==> src/rtl/alu_sequencer.sv <==
// alu_sequencer: accepts one ALU request at a time, registers the datapath operands, waits a settle interval, then captures and holds the result.
// Ports:
//   clk, resetN                        clock, async active-low reset
//   start, xIn, yIn, opIn              request and operands, sampled in IDLE
//   x, y, ynot, z, operation           registered operand forms to the datapath
//   returnValue, addSuboverflow        datapath result and add/sub carry
//   busy                               high outside IDLE
//   result, overflow, divByZero        captured result and flags
//   resultValid, resultAck             result handshake
//   opCount                            completed-operation counter
module alu_sequencer #(
  parameter int SETTLE_CYCLES = 2
) (
  input  logic       clk,
  input  logic       resetN,
  input  logic       start,
  input  logic [3:0] xIn,
  input  logic [3:0] yIn,
  input  logic [1:0] opIn,
  output logic [3:0] x,
  output logic [3:0] y,
  output logic [3:0] ynot,
  output logic [7:0] z,
  output logic [1:0] operation,
  input  logic [7:0] returnValue,
  input  logic       addSuboverflow,
  output logic       busy,
  output logic [7:0] result,
  output logic       overflow,
  output logic       divByZero,
  output logic       resultValid,
  input  logic       resultAck,
  output logic [7:0] opCount
);
  typedef enum logic [1:0] {IDLE, SETTLE, DONE} state_t;
  state_t state;
  logic [3:0] cnt;
  logic div_zero;
  assign div_zero = operation == 2'd3 && y == 4'd0;
  always_ff @(posedge clk or negedge resetN)
    if (!resetN) begin
      state <= IDLE;
      cnt <= '0;
      x <= '0;
      y <= '0;
      ynot <= '0;
      z <= '0;
      operation <= '0;
      busy <= 1'b0;
      result <= '0;
      overflow <= 1'b0;
      divByZero <= 1'b0;
      resultValid <= 1'b0;
      opCount <= '0;
    end else
      case (state)
        IDLE:
          if (start) begin
            x <= xIn;
            y <= yIn;
            ynot <= ~yIn + 4'd1;
            z <= {xIn, yIn};
            operation <= opIn;
            cnt <= 4'(SETTLE_CYCLES - 1);
            busy <= 1'b1;
            state <= SETTLE;
          end
        SETTLE:
          if (cnt != 4'd0) cnt <= cnt - 4'd1;
          else begin
            result <= div_zero ? 8'h00 : returnValue;
            // carry is only meaningful for add/sub (op[1] clear)
            overflow <= ~operation[1] & addSuboverflow;
            divByZero <= div_zero;
            resultValid <= 1'b1;
            opCount <= opCount + 8'd1;
            state <= DONE;
          end
        DONE:
          if (resultAck) begin
            resultValid <= 1'b0;
            busy <= 1'b0;
            state <= IDLE;
          end
        default: state <= IDLE;
      endcase
endmodule

==> config.mk <==
export PLATFORM = sky130hd
export DESIGN_NAME = alu_sequencer
export DESIGN_NICKNAME = d
export VERILOG_FILES = /design/src/rtl/alu_sequencer.sv
export SDC_FILE = /design/constraint.sdc
export NUM_CORES = 1
export LEC_CHECK = 0
export BUFFER_PORTS_ARGS = -buffer_cell sky130_fd_sc_hd__buf_2
export CAP_MARGIN = 30
export CORE_UTILIZATION = 45
export DETAILED_ROUTE_END_ITERATION = 10
export PLACE_DENSITY = 0.73
export REMOVE_ABC_BUFFERS = 1
export SLEW_MARGIN = 20
export SYNTH_ARGS = -nofsm -noshare
export SYNTH_HDL_FRONTEND = slang
export SYNTH_SLANG_ARGS = --single-unit
==> constraint.sdc <==
create_clock -name clk -period 4.92 [get_ports clk]
set_input_delay 0.492 -clock clk [delete_from_list [all_inputs] [get_ports clk]]
set_output_delay 0.492 -clock clk [all_outputs]
set_load 0.02 [all_outputs]
==> impl_metrics.toml <==
[detailed_routing]
routed_wl_um = 3320
drt_iter0_markers = 48
drt-wirelength-per-cell_um = 12.5
vias_per_cell = 5.01
drt_pass1_iterations = 4
vias = 1332
ant_nets = 0
drc = 0

[run_status]
status = "completed"

[clock_tree]
cts_sinks = 39
cts_root_buf = "clkbuf_8"
cts_buffer_depth = 2
path_clk_slew_ns = 0.08
clk_latency_ns = 0.29
cts_tree = "yes"
postCtsHoldBufs = 0
htree_levels = 2
postCtsSetupRepairBufs = 0
cts_buffers = 5
cts_resized = 0

[yosys]
synth_cells = 162
yosys.cell_count.top_type = "dfrtp_1"
synth_enable_flop_cells = 0
yosys.area.top_type_share = 0.533
synth_cell_types = 36
avgSynthCellArea_um2 = 11.3
synth_area_leaders = "dfrtp_1 (53%), mux2_2 (8.6%), buf_4 (4.1%), o21ai_0 (3.6%), o31ai_1 (3.3%)"
synth_ff_type = "dfrtp_1"
ys_top_cells_by_count = "dfrtp_1 (39), inv_1 (15), mux2_2 (14)"
ys_seq_area_frac = 0.533
synth_area_um2 = 1830
yosys_warnings = 0
ys_seq_elements = 39
synth_largest_area_cell = "dfrtp_1"
synthArstFlopShare = 1.00

[critical_path]
crit_required_ns = 5.10
rr_worst_depth = 5
startpoint_type = "flop"
crit_type = "reg -> reg"
r2r_start = "cnt[0]"
cp_cell_sequence = "inv_1 > ha_1 > nand4bb_1 > or2_1 > mux2_1"
cp.arrival_ns = 2.35
cp-end-kind = "flop"
worstPathMaxFanout = 13
slowest_delay_ns = 0.56
r2r-end = "overflow"
reg2reg_setup_slack_ns = 2.75
worst_path_max_delay_cell = "or2_1"

[place]
gp_congestion = 0.781
port_buffers = 64
dp_hpwl_um = 2350
placed_area_um2 = 2100

[layout]
nets = 243
drive_gt1_frac = 0.413
fin_area_um2 = 2220
num-fill-cells = 328
syn2layout_area_growth_pct = 21.0
antenna_cells = 0

[floorplanning]
die_w_um = 65.8
rows = 22
start_util = 0.486
chipHeight_um = 65.8
fp.dieArea_um2 = 4330
core_um2 = 3770
num_io_pins = 65

[timing]
slew_violations = 0
min_period_over_period = 0.441
post-route-min-period_ns = 2.17
finalSetupViolations = 0
slew_headroom = 0.587
hold_viol = 0
finalClockSkew_ns = 0.00686
worst_pin_slew_ns = 0.619
final.setup.tns_ns = 0
rsz0062_at_grt = "no"
fmax_ghz = 0.460

[global_routing]
grt_max_degree = 40
grt_pass1_vias = 1252
overflow = 0
antenna_found_initial = 0
grt_usage = 0.178
grt_pass1_wl_um = 5760

[hold_path]
hold_path.class = "in -> async"

[pwr]
peakVddDrop_mv = 0.432
leakagePower_uw = 0.00113
cellPowerDensity_nw_per_um2 = 671

[run]
maxCapViolCount = 0
[flip-flops by register name (all words and copies together) (netlist names)]
signal,cells
state,2
result,8
ynot,3
overflow,1
operation,2
z,1
busy,1
resultValid,1
cnt,4
x,4
divByZero,1
y,3
opCount,8
[area by class of cell]
class	instances	area [µm²]	area share
clock inverter	2	12.5	0.00565
multi-input combinational	90	683	0.308
clock buffer	6	72.6	0.0327
timing repair buffer	66	355	0.160
sequential	39	976	0.440
inverter	15	56.3	0.0254
tap	48	60.1	0.0271
[where the power goes]
part	switching [µW]	leakage (µW)	internal (µW)
combinational	408	0.000613	279
sequential	131	0.000476	459
clock	109	0.0000412	99.0
[per-stage QoR]
stage	instances	power, µW	hold slack, ns	setup slack (ns)	utilization
finish	266	1490	0.165	2.75	0.588
global route	266	1600	0.188	2.53	0.588
CTS	264	1490	0.342	2.76	0.578
detailed placement	256	1280	0.464	2.78	0.556
global placement	256	1270	0.450	2.87	0.556
floorplan	144	1040	0.196	3.08	-
[logic make-up (layout without fill, tap and decap cells)]
logic type,after synthesis,count (layout),share of synthesized area
simple gates,31,31,0.101
xor+xnor,9,9,0.0430
compound gates,29,29,0.0990
mux,18,18,0.109
buf+inv,33,89,0.0943
flops,39,39,0.533
fa+ha+maj,3,3,0.0205
[layout by cell type, fill, tap and decap left out, types with 2 or more instances in the layout]
master,count
o21ai_0,13
mux2_2,14
nor3_1,5
clkbuf_8,5
dfrtp_1,39
o31ai_1,8
nor2_1,4
inv_1,15
nor2b_1,3
mux2i_1,2
o21bai_1,2
a21oi_1,2
mux2_1,2
ha_1,3
nand2_1,5
nand3_1,3
buf_2,64
xnor2_1,3
xor2_1,6
[layer usage]
metal  track usage  wire length (µm)  vias to the layer above
li1              -                 -                      654
met1         0.244              1650                      619
met2         0.260              1400                       55
met3        0.0672               248                        4
met4        0.0489                29                        0
met5             0                 0                        -
[worst max path at each step]
stage	start	end	slack, ns	depth (start not counted)
floorplan	cnt[0]	opCount[1]	3.08	5
global placement	cnt[0]	opCount[1]	2.87	5
detailed placement	cnt[0]	overflow	2.78	5
CTS	cnt[0]	overflow	2.76	5
global route	cnt[0]	overflow	2.53	5
finish	cnt[0]	overflow	2.75	5
[critical path, delay by kind of cell (launching register included)]
kind | cells | cell delay, ns
buffers and inverters | 1 | 0.08
adder cells (fa/ha/maj) | 1 | 0.22
flip-flops | 1 | 0.40
multiplexers | 1 | 0.38
AND/OR/NAND/NOR | 2 | 0.97
No activity file was read; power rests on OpenSTA's default activity.
